--- src/rtl/ram_test_seq.sv ---
// ram_test_seq
// Write-then-read-back test sequencer for an external byte-wide asynchronous RAM.
// Each pass writes a pattern byte to every address. It then reads every address
// back. For each read it presents the expected byte alongside the RAM read data,
// then pulses wr_err_reg_out once so the downstream checker accumulates that
// byte's mismatching-bit count.
//
// Ports
//   clk_in, n_rst_in           clock, synchronous active-low reset
//   start_in, abort_in         run control from the SPI block
//   loop_in, pattern_sel_in    run options, latched at start
//   ram_addr_out, ram_data_out, ram_data_oe_out
//                              RAM address, write data, bus drive enable
//   ram_cs_n_out, ram_we_n_out, ram_oe_n_out
//                              RAM strobes, active-low
//   expected_out               expected byte for the checker
//   wr_err_reg_out             accumulate strobe for the checker
//   busy_out, done_out         run status
//   pass_cnt_out               completed passes since start
module ram_test_seq #(
    parameter int ADDR_W   = 10,
    parameter int WAIT_CYC = 2
) (
    input  logic              clk_in,
    input  logic              n_rst_in,
    input  logic              start_in,
    input  logic              abort_in,
    input  logic              loop_in,
    input  logic [1:0]        pattern_sel_in,
    output logic [ADDR_W-1:0] ram_addr_out,
    output logic [7:0]        ram_data_out,
    output logic              ram_data_oe_out,
    output logic              ram_cs_n_out,
    output logic              ram_we_n_out,
    output logic              ram_oe_n_out,
    output logic [7:0]        expected_out,
    output logic              wr_err_reg_out,
    output logic              busy_out,
    output logic              done_out,
    output logic [7:0]        pass_cnt_out
);

    typedef enum logic [2:0] {
        S_IDLE,
        S_W_SET,
        S_W_STB,
        S_W_HOLD,
        S_R_SET,
        S_R_STB,
        S_R_HOLD,
        S_DONE
    } state_t;

    localparam logic [ADDR_W-1:0] ADDR_LAST = '1;
    // The wait counter is loaded with WAIT_CYC-1 and the phase ends when it reads 0.
    localparam logic [3:0]        CNT_INIT  = 4'(WAIT_CYC - 1);

    // Pattern byte for an address; inv flips every bit on odd passes.
    function automatic logic [7:0] pattern_f(input logic [ADDR_W-1:0] a,
                                             input logic [1:0]        sel,
                                             input logic              inv);
        logic [7:0] base;
        case (sel)
            2'd0:    base = a[0] ? 8'hAA : 8'h55;
            2'd1:    base = 8'(a);
            2'd2:    base = 8'h00;
            default: base = 8'hFF;
        endcase
        return base ^ {8{inv}};
    endfunction

    state_t            state_q, state_d;
    logic [ADDR_W-1:0] addr_q, addr_d;
    logic [3:0]        cnt_q, cnt_d;
    logic [7:0]        pass_q, pass_d;
    logic              loop_q, loop_d;
    logic [1:0]        sel_q, sel_d;
    logic              done_q, done_d;
    logic              busy_q, busy_d;
    logic [7:0]        data_q, data_d;
    logic [7:0]        exp_q, exp_d;
    logic              data_oe_q, data_oe_d;
    logic              cs_n_q, cs_n_d;
    logic              we_n_q, we_n_d;
    logic              oe_n_q, oe_n_d;
    logic              wr_err_q, wr_err_d;
    logic              wr_phase, rd_phase;

    always_comb begin
        state_d = state_q;
        addr_d  = addr_q;
        cnt_d   = cnt_q;
        pass_d  = pass_q;
        loop_d  = loop_q;
        sel_d   = sel_q;
        done_d  = done_q;

        if (state_q != S_IDLE && abort_in) begin
            state_d = S_IDLE;
        end else begin
            case (state_q)
                S_IDLE: begin
                    if (start_in && !abort_in) begin
                        state_d = S_W_SET;
                        addr_d  = '0;
                        pass_d  = '0;
                        done_d  = 1'b0;
                        loop_d  = loop_in;
                        sel_d   = pattern_sel_in;
                    end
                end
                S_W_SET: begin
                    state_d = S_W_STB;
                    cnt_d   = CNT_INIT;
                end
                S_W_STB: begin
                    if (cnt_q == '0) state_d = S_W_HOLD;
                    else             cnt_d   = cnt_q - 4'd1;
                end
                S_W_HOLD: begin
                    if (addr_q == ADDR_LAST) begin
                        addr_d  = '0;
                        state_d = S_R_SET;
                        cnt_d   = CNT_INIT;
                    end else begin
                        addr_d  = addr_q + 1'b1;
                        state_d = S_W_SET;
                    end
                end
                S_R_SET: begin
                    if (cnt_q == '0) state_d = S_R_STB;
                    else             cnt_d   = cnt_q - 4'd1;
                end
                S_R_STB: begin
                    state_d = S_R_HOLD;
                end
                S_R_HOLD: begin
                    if (addr_q == ADDR_LAST) begin
                        pass_d  = pass_q + 8'd1;
                        addr_d  = '0;
                        state_d = loop_q ? S_W_SET : S_DONE;
                    end else begin
                        addr_d  = addr_q + 1'b1;
                        state_d = S_R_SET;
                        cnt_d   = CNT_INIT;
                    end
                end
                default: begin
                    state_d = S_IDLE;
                end
            endcase
        end

        // Outputs are decoded from the next state so they register in step with it.
        wr_phase  = (state_d == S_W_SET) || (state_d == S_W_STB) || (state_d == S_W_HOLD);
        rd_phase  = (state_d == S_R_SET) || (state_d == S_R_STB) || (state_d == S_R_HOLD);
        if (state_d == S_DONE) done_d = 1'b1;
        busy_d    = wr_phase || rd_phase;
        cs_n_d    = !(wr_phase || rd_phase);
        we_n_d    = (state_d != S_W_STB);
        oe_n_d    = !rd_phase;
        data_oe_d = wr_phase;
        wr_err_d  = (state_d == S_R_STB);
        // Data and expected bytes hold outside their phase so checker inputs
        // never move on the cycle after the strobe, even when aborted.
        data_d    = wr_phase ? pattern_f(addr_d, sel_d, pass_d[0]) : data_q;
        exp_d     = rd_phase ? pattern_f(addr_d, sel_d, pass_d[0]) : exp_q;
    end

    always_ff @(posedge clk_in) begin
        if (!n_rst_in) begin
            state_q   <= S_IDLE;
            addr_q    <= '0;
            cnt_q     <= '0;
            pass_q    <= '0;
            loop_q    <= 1'b0;
            sel_q     <= '0;
            done_q    <= 1'b0;
            busy_q    <= 1'b0;
            data_q    <= '0;
            exp_q     <= '0;
            data_oe_q <= 1'b0;
            cs_n_q    <= 1'b1;
            we_n_q    <= 1'b1;
            oe_n_q    <= 1'b1;
            wr_err_q  <= 1'b0;
        end else begin
            state_q   <= state_d;
            addr_q    <= addr_d;
            cnt_q     <= cnt_d;
            pass_q    <= pass_d;
            loop_q    <= loop_d;
            sel_q     <= sel_d;
            done_q    <= done_d;
            busy_q    <= busy_d;
            data_q    <= data_d;
            exp_q     <= exp_d;
            data_oe_q <= data_oe_d;
            cs_n_q    <= cs_n_d;
            we_n_q    <= we_n_d;
            oe_n_q    <= oe_n_d;
            wr_err_q  <= wr_err_d;
        end
    end

    assign ram_addr_out    = addr_q;
    assign ram_data_out    = data_q;
    assign ram_data_oe_out = data_oe_q;
    assign ram_cs_n_out    = cs_n_q;
    assign ram_we_n_out    = we_n_q;
    assign ram_oe_n_out    = oe_n_q;
    assign expected_out    = exp_q;
    assign wr_err_reg_out  = wr_err_q;
    assign busy_out        = busy_q;
    assign done_out        = done_q;
    assign pass_cnt_out    = pass_q;

endmodule

--- config.mk ---
export PLATFORM = sky130hd
export DESIGN_NAME = ram_test_seq
export DESIGN_NICKNAME = d
export VERILOG_FILES = /design/src/rtl/ram_test_seq.sv
export SDC_FILE = /design/constraint.sdc
export NUM_CORES = 1
export LEC_CHECK = 0
export CAP_MARGIN = 20
export CORE_MARGIN = 2
export CORE_UTILIZATION = 50
export DETAILED_ROUTE_END_ITERATION = 7
export PLACE_DENSITY = 0.86
export SYNTH_ARGS = -nofsm -noshare
export SYNTH_HDL_FRONTEND = slang
export SYNTH_SLANG_ARGS = --single-unit
--- constraint.sdc ---
create_clock -name clk_in -period 2.46 [get_ports clk_in]
set_input_delay 0.492 -clock clk_in [delete_from_list [all_inputs] [get_ports clk_in]]
set_output_delay 0.492 -clock clk_in [all_outputs]
set_load 0.05 [all_outputs]
**After elaboration in Yosys (flattened, before gate mapping)**

Index checks and enable logic that the tools add are counted.

- Register bits: 51
- Bits of input ports: 7
- Output and inout port bits: 41
- Word-level logic and storage cells: 100

- Add/sub/neg operators: 3
- Equal/unequal tests: 23
- Muxes and demuxes: 29
- Bitwise logic cells: 2
- Reductions and logical operators: 26

Operator list:

| operator | count |
|---|---|
| $mux W8 | 4 |
| $pmux W8 S3 | 1 |
| $eq A3 B3 Y1 const B | 7 |
| $mux W3 | 7 |
| $pmux W3 S7 | 1 |
| $mux W10 | 2 |
| $pmux W10 S2 | 1 |
| $pmux W4 S4 | 1 |
| $pmux W8 S2 | 1 |
| $eq A3 B2 Y1 const B | 4 |
| $mux W4 | 3 |
| $add A10 B1 Y10 const B | 1 |
| $eq A10 B10 Y1 const B | 1 |
| $ne A2 B2 Y1 const B | 5 |
| $reduce_and A3 Y1 | 3 |
| $add A8 B1 Y8 const B | 1 |
| $reduce_bool A2 Y1 | 4 |
| $xor A8 B8 Y8 | 1 |
| $eq A3 B1 Y1 const B | 2 |
| $mux W2 | 3 |
| $logic_or A1 B1 Y1 | 5 |
| $mux W1 | 5 |
| $reduce_and A5 Y1 | 1 |
| $logic_not A4 Y1 | 1 |
| other kinds (14) | 18 |

**Logic depth before layout (Yosys ltp)**

Gate-level depths: netlist of the first run.

- Depth in word-level cells: 10
- Mapped depth: 10
- Gate-level depth less buffers: 9

**Worst setup path before layout of the first run**

Ideal clock, no wire load.

- Path type: reg2reg
- Start point: reg addr_q[0], in the netlist ram_addr_out[0]
- End point: reg exp_q[0], in the netlist expected_out[0]
- Setup time: 0.124 ns
- Arrival: 2.431 ns
- Required time: 2.336 ns
- Path slack: -0.095 ns
- Cell stages (with the launch flop): 9
- Buffers on the path: 0
- Period minus slack after synthesis: 2.555 ns
- Path through: dfxtp_1 ha_1 nand3_4 nor4_4 a21oi_2 nand2_1 o21ai_4 xnor2_1 o22ai_1

- Longest elaborated chain between the ends: 7
- Elaborated cells on any way between the ends: 21
- Those cells by class: add/sub: 1; eq/ne: 4; mux: 13; bitwise: 1; reduce/logical: 2

RTL lines:

| element | RTL line | RTL |
|---|---|---|
| from (decl) | 73 | `logic [ADDR_W-1:0] addr_q, addr_d;` |
| from (signal assigned) | 189 | `addr_q <= addr_d;` |
| $add A10 B1 Y10 or $eq A10 B10 Y1 (tied branches) | -- |  |
| $mux W10 (tied with other cells) | 121, 138 |  |
| $pmux W10 S2 or $pmux W3 S7 (tied branches) | 101 | `case (state_q)` |
| $mux W8 or $mux W3 (tied branches) | 98 | `if (state_q != S_IDLE && abort_in) begin` |
| $mux W8 or $eq A3 B3 Y1 (tied branches) | 64, 156 |  |
| $pmux W8 S3 or $logic_or A1 B1 Y1 (tied branches) | 63, 156 |  |
| $xor A8 B8 Y8 or $logic_or A1 B1 Y1 (tied branches) | 69, 156 |  |
| to (signal assigned) | 197 | `exp_q <= exp_d;` |
| to (decl) | 81 | `logic [7:0] exp_q, exp_d;` |

Several ways; a longest one is shown, not always the timed one. The select of a mux whose other input is x is not followed.
A chain may end at the register's enable or synchronous reset.

**Worst setup path in the final report of the first run**

- Start point: in abort_in
- End point: reg exp_q[4], in the netlist expected_out[4]

- Longest elaborated chain between the ends: 8
- Elaborated cells on any way between the ends: 26
- Those cells by class: eq/ne: 5; mux: 14; bitwise: 1; reduce/logical: 6

RTL lines:

| element | RTL line | RTL |
|---|---|---|
| from (decl) | 27 | `input logic abort_in,` |
| $logic_not A1 Y1 | 103 | `if (start_in && !abort_in) begin` |
| $logic_and A1 B1 Y1 | 103 |  |
| $mux W10 (tied with other cells) | 103 |  |
| $pmux W10 S2 (tied with other cells) | 101 |  |
| $mux W8 (tied with other cells) | 98 |  |
| $mux W8 (tied with other cells) | 64 | `2'd0: base = a[0] ? 8'hAA : 8'h55;` |
| $pmux W8 S3 or $logic_or A1 B1 Y1 (tied branches) | 63, 156 |  |
| $xor A8 B8 Y8 or $logic_or A1 B1 Y1 (tied branches) | 69, 156 |  |

Several ways; a longest one is shown, not always the timed one. The select of a mux whose other input is x is not followed.

==> results of run 1 <==
how the worst max path moves through the flow:
stage,from,to,slack (ns),cells after the start
4_1_cts,abort_in,expected_out[4]$_SDFFE_PN0P_,0.08,9
6_report,abort_in,expected_out[4]$_SDFFE_PN0P_,0.14,9
3_3_place_gp,abort_in,expected_out[6]$_SDFFE_PN0P_,-0.15,9
2_1_floorplan,ram_addr_out[8]$_SDFFE_PN0P_,expected_out[0]$_SDFFE_PN0P_,0.07,7
3_5_place_dp,abort_in,ram_data_out[6]$_SDFFE_PN0P_,-0.18,9
5_1_grt,abort_in,expected_out[1]$_SDFFE_PN0P_,0.0004,10
sequential cells by signal, indices dropped and copies added (netlist names):
| name | cells |
|---|---|
| ram_addr_out | 10 |
| expected_out | 8 |
| pass_cnt_out | 8 |
| ram_data_out | 8 |
| cnt_q | 4 |
| state_q | 3 |
| sel_q | 2 |
| busy_out | 1 |
| done_out | 1 |
| loop_q | 1 |
| ram_cs_n_out | 1 |
| ram_data_oe_out | 1 |
| ram_oe_n_out | 1 |
| ram_we_n_out | 1 |
| wr_err_reg_out | 1 |
logic make-up after synthesis:
group / synth area share [%]
xor+xnor: 4.44
flops: 39.8
compound gates: 23.7
buf+inv: 4.34
simple gates: 25.0
fa+ha+maj: 1.46
mux: 1.22
critical path, cell delays in order:
cell and delay [ns]:
clkdlybuf4s50_1 0.46, buf_4 0.18, nand2b_1 0.17, nor2_2 0.23, nor2_1 0.11, o21ai_0 0.32
a41oi_1 0.22, xnor2_1 0.22, o22ai_1 0.12
area by class of cell:
class | instances | area [µm²] | area share [%]
clock buffers | 5 | 68.8 | 1.99
clock inverters | 3 | 46.3 | 1.34
inverters | 10 | 37.5 | 1.09
multi-input cells | 228 | 1460 | 42.1
flip-flops and latches | 51 | 1030 | 29.7
well taps | 70 | 87.6 | 2.53
repair buffers | 82 | 733 | 21.2
repair_timing:
item,in CTS,in global routing
endpoints found under the hold margin,0,0
gates resized for setup,0,7
setup endpoints to repair,0,19
layer usage:
layer / global-route usage (%) / vias to the layer above
met1: 33.2 / 1247
met5: 0 / -
met3: 4.89 / 25
met4: 7.60 / 0
met2: 41.0 / 108
li1: - / 1250
report_power, final:
| part | switching, µW | total, µW | internal [µW] |
|---|---|---|---|
| combinational | 253 | 410 | 158 |
| clock | 298 | 605 | 307 |
| sequential | 24.9 | 885 | 860 |
| total | 576 | 1900 | 1320 |
cells in the mapped netlist, drive strengths merged (3+ instances only):
cell	n	area share, %
a21o	5	1.5
and2	9	2.2
xor2	7	2.4
nor2b	3	0.73
dfxtp	51	40
nor4	6	2.8
buf	9	2.1
clkbuf	5	0.73
inv	9	1.3
o211ai	8	2.3
nand2b	4	0.98
a21boi	3	0.88
o22ai	9	2.2
and3	3	0.73
nand4	3	0.73
nand2	26	4.2
a21oi	20	4.1
nor2	25	3.7
or3	4	0.98
o21ai	23	4.9
or2	4	0.98
a31oi	4	0.98
nor3	12	2.3
o41ai	3	1.0
xnor2	6	2.0
ha	3	1.5
nand3	13	3.2
metrics by stage:
stage,setup WS (ns),area (µm²)
2_1_floorplan,0.0653,2570
3_3_place_gp,-0.150,3310
6_report,0.139,3460
5_1_grt,0.000414,3460
3_5_place_dp,-0.178,3310
4_1_cts,0.0800,3430
==> flow_metrics.py, run 1 <==
metrics = {
    "yosys": {
        "async_reset_ff_share_pct": 0,
        "ys.flop_type": "dfxtp_1",
        "syn_inst": 303,
        "synth.net_count": 313,
        "synthesis.area_um2": 2560,
        "ys_types": 57,
        "synth_edf_count": 0,
        "syn_avg_cell_area_um2": 8.46,
        "ys_seq_area_share_pct": 39.8,
        "yosys_warnings": 0,
        "yosys_register_bits": 51,
    },
    "setup_path": {
        "cp.required_ns": 2.67,
        "ff2ff_path_depth": 9,
        "startpoint_type": "input port",
        "r2r-start": "ram_addr_out[0]$_SDFF_PN0_",
        "path_max_fanout": 6,
        "crit_type": "input port to flop",
        "cp-end-kind": "flop",
        "worstPathArrival_ns": 2.53,
        "r2r_setup_slack_ns": 0.17,
        "reg2reg_to": "expected_out[7]$_SDFFE_PN0P_",
    },
    "grt": {
        "antenna_found_initial": 0,
        "gr-total-overflow": 0,
        "grtUsageTotal_pct": 24.9,
        "first_global_vias": 2374,
        "grt_max_degree": 30,
        "grt_pass1_wl_mm": 11.0,
    },
    "clocking": {
        "htreeDepth": 2,
        "cts_num_sinks": 51,
        "path_clk_slew_ns": 0.11,
        "postCtsHoldBufs": 0,
        "tritoncts": "yes",
        "clock_path_buffers": 2,
        "cts_buffers": 5,
        "cts_root_buf": "clkbuf_8",
        "post_cts_buffers": 0,
        "clk_latency_ns": 0.31,
    },
    "timing": {
        "rsz0062_at_grt": "no",
        "timing.hold.ws_ns": 0.472,
        "worst-slew-pin-transition_ns": 0.509,
        "setup_viol": 0,
        "finalCritPeriodShare_pct": 94.4,
        "setup-tns-final_ns": 0,
        "slew_headroom_pct": 65.9,
        "period_minus_slack_ns": 2.32,
        "hold_viol": 0,
        "fin_skew_ns": 0.0128,
        "achievable-frequency_ghz": 0.431,
        "drv_slew": 0,
    },
    "routing": {
        "wl_met3_um": 407,
        "routed-wl-met2_mm": 3.41,
        "wl_met1_mm": 3.00,
        "routed_wl_mm": 6.99,
        "drtPass1Iterations": 5,
        "wl_per_cell_um": 15.6,
        "drc": 0,
        "top_layer": "met4",
        "vias": 2630,
        "drt_iter0_drc": 149,
        "antenna_left": 0,
        "viasPerCell": 5.86,
    },
    "pwr": {
        "powerDensity_nw_per_um2": 550,
        "irDropWorstVdd_v": 0.000323,
        "power_uw": 1900,
        "cellLeakagePower_uw": 0.00128,
    },
    "worst_hold_path": {
        "hold_depth": 2,
        "hold-path-endpoint": "cnt_q[1]$_SDFFE_PN0P_",
        "hold_path.class": "flop to flop",
        "min_from": "cnt_q[1]$_SDFFE_PN0P_",
    },
    "run_status": {
        "status": "finished clean",
    },
    "floorplan": {
        "rows": 26,
        "die_w_um": 75.6,
        "dieArea_um2": 5720,
        "start_util_pct": 50.8,
        "core-area_um2": 5040,
        "io_pins": 48,
        "dieHeight_um": 75.6,
    },
    "final_layout": {
        "final_util_pct": 68.5,
        "fin_cells": 449,
        "drive_above_1_share_pct": 17.4,
        "layout_common_cells": "dfxtp_1, clkdlybuf4s50_1, buf_4, nor2_1, nand2_1",
        "n_antenna_cell": 0,
        "fillers": 401,
        "fin_nets": 388,
        "area_delta_synth_final_pct": 34.8,
    },
    "placed_design": {
        "dp.cells": 441,
        "port-buffer-count": 47,
        "hpwlAfterDp_mm": 4.87,
        "gp_congestion": 0.902,
    },
    "flow_run": {
        "cap_violations": 0,
    },
}
(Power assumes the default switching activity.)
==> inputs of run 2 (changes only) <==
- CORE_UTILIZATION: 50 -> 52
- PLACE_DENSITY: 0.86 -> 0.89
- SETUP_SLACK_MARGIN: not set -> 0.5
==> flow_metrics.py, run 2 (synthesis results as in run 1) <==
metrics = {
    "timing": {
        "period_minus_slack_ns": 2.28,
        "worst-slew-pin-transition_ns": 0.528,
        "achievable-frequency_ghz": 0.438,
        "hold_viol": 0,
        "fin_skew_ns": 0.0198,
        "setup_viol": 0,
        "drv_slew": 0,
        "slew_headroom_pct": 64.8,
        "fin_ws_ns": 0.176,
        "setup-tns-final_ns": 0,
        "rsz0062_at_grt": "yes",
        "finalCritPeriodShare_pct": 92.8,
    },
    "grt": {
        "gr-total-overflow": 0,
        "grt_max_degree": 31,
        "grtUsageTotal_pct": 37.1,
        "grt_pass1_wl_mm": 15.2,
        "antenna_found_initial": 1,
        "first_global_vias": 3019,
    },
    "final_layout": {
        "final_common_cell": "buf_4",
        "area_delta_synth_final_pct": 68.1,
        "layout_common_cells": "buf_4, dfxtp_1, dlygate4sd2_1, nor2_1, nand2_1",
        "largest_register_ffs": 10,
        "drive_above_1_share_pct": 42.7,
        "fin_cells": 478,
        "fin_nets": 419,
    },
    "pwr": {
        "powerDensity_nw_per_um2": 476,
        "power_uw": 2050,
        "cellLeakagePower_uw": 0.00193,
        "irDropWorstVdd_v": 0.000525,
    },
    "clocking": {
        "path_clk_slew_ns": 0.11,
        "cts_num_sinks": 51,
        "postCtsHoldBufs": 0,
        "tritoncts": "yes",
        "clk_latency_ns": 0.33,
        "cts_buffers": 5,
        "cts_root_buf": "clkbuf_8",
        "clock_path_buffers": 2,
        "htreeDepth": 2,
    },
    "flow_run": {
        "cap_violations": 0,
    },
    "worst_hold_path": {
        "min_from": "expected_out[2]$_SDFFE_PN0P_",
        "hold_path.class": "flop to flop",
    },
    "setup_path": {
        "ff2ff_path_depth": 9,
        "crit_type": "flop to flop",
        "cp-end-kind": "flop",
        "cp.required_ns": 2.68,
        "startpoint_type": "flop",
        "cp_slowest_cell": "dfxtp_4",
        "r2r_setup_slack_ns": 0.18,
        "cpPeakStageDelay_ns": 0.38,
        "r2r-start": "state_q[2]$_SDFF_PN0_",
        "worstPathArrival_ns": 2.51,
        "path_max_fanout": 6,
        "reg2reg_to": "expected_out[4]$_SDFFE_PN0P_",
        "setup.worst_path.start": "state_q[2]$_SDFF_PN0_",
        "crit_path_end": "expected_out[4]$_SDFFE_PN0P_",
        "crit_chain": "buf_8 > nor3_4 > and2_4 > mux2i_4 > buf_6 > a31oi_4 > a41oi_2 > xnor2_2 > o22ai_1",
    },
    "floorplan": {
        "die_w_um": 74.2,
        "dieHeight_um": 74.2,
        "io_pins": 48,
        "start_util_pct": 54.3,
        "core-area_um2": 4720,
        "dieArea_um2": 5510,
        "rows": 25,
    },
    "routing": {
        "drc": 0,
        "viasPerCell": 6.91,
        "antenna_left": 0,
        "drtPass1Iterations": 5,
        "wl_per_cell_um": 25.6,
        "routed_wl_mm": 12.2,
        "drt_iter0_drc": 513,
        "vias": 3301,
    },
    "placed_design": {
        "port-buffer-count": 47,
        "dp.cells": 431,
        "gp_congestion": 0.960,
        "hpwlAfterDp_mm": 5.32,
        "place_ws_ns": -0.149,
    },
    "run_status": {
        "status": "finished clean",
    },
}
-- run 2: per-stage QoR --
stage	hold slack (ns)	instance area, µm²	utilization [%]
3_5_place_dp	0.465	3420	72.3
5_1_grt	0.544	4310	91.2
6_report	0.515	4310	91.2
4_1_cts	0.477	3920	82.9
2_1_floorplan	0.445	2740	-
3_3_place_gp	0.460	3420	72.3
-- run 2: cell type report --
class | instances | area (µm²)
antenna | 1 | 2.50
inverter | 10 | 37.5
fill | 191 | 414
clock inverter | 2 | 15.0
multi-input combinational | 229 | 2000
tap | 67 | 83.8
clock buffer | 6 | 82.6
sequential | 51 | 1060
timing repair buffer | 112 | 1020
-- run 2: critical path: cells and delay by family, from the launching register on --
family          cells  cell delay [ns]
simple gates        2             0.45
flops               1             0.38
xor+xnor            1             0.13
buf+inv             2             0.30
compound gates      3             0.58
mux                 1             0.33
-- run 2: how the worst min path moves through the flow --
stage / to / cells past startpoint
finish: expected_out[2]$_SDFFE_PN0P_ / 2
CTS: cnt_q[1]$_SDFFE_PN0P_ / 2
detailed placement: cnt_q[1]$_SDFFE_PN0P_ / 2
global placement: cnt_q[1]$_SDFFE_PN0P_ / 2
floorplan: cnt_q[1]$_SDFFE_PN0P_ / 2
global route: cnt_q[1]$_SDFFE_PN0P_ / 2
-- run 2: report_power, final --
group | switching (µW) | internal (µW)
Clock | 314 | 231
Sequential | 29.9 | 851
Combinational | 375 | 249
-- run 2: routing by layer --
metal | vias up | share of wire, % | GRT usage, % | routed length [µm]
li1 | 1319 | - | - | -
met1 | 1564 | 35 | 39.9 | 4220
met2 | 318 | 48 | 63.4 | 5830
met3 | 100 | 10 | 8.67 | 1280
met4 | 0 | 7.3 | 27.4 | 887
met5 | - | 0 | 0 | 0
-- run 2: what timing repair did --
action,in CTS,in global routing
setup buffers,25,11
resized for setup,75,62
setup endpoints to repair,59,44
pin swaps,22,24
cloned,1,1
==> inputs of run 3 (changes only) <==
- CAP_MARGIN: 20 -> 5
==> results of run 3 <==
No change in the layout: final DEF, timing and power equal those of run 2.
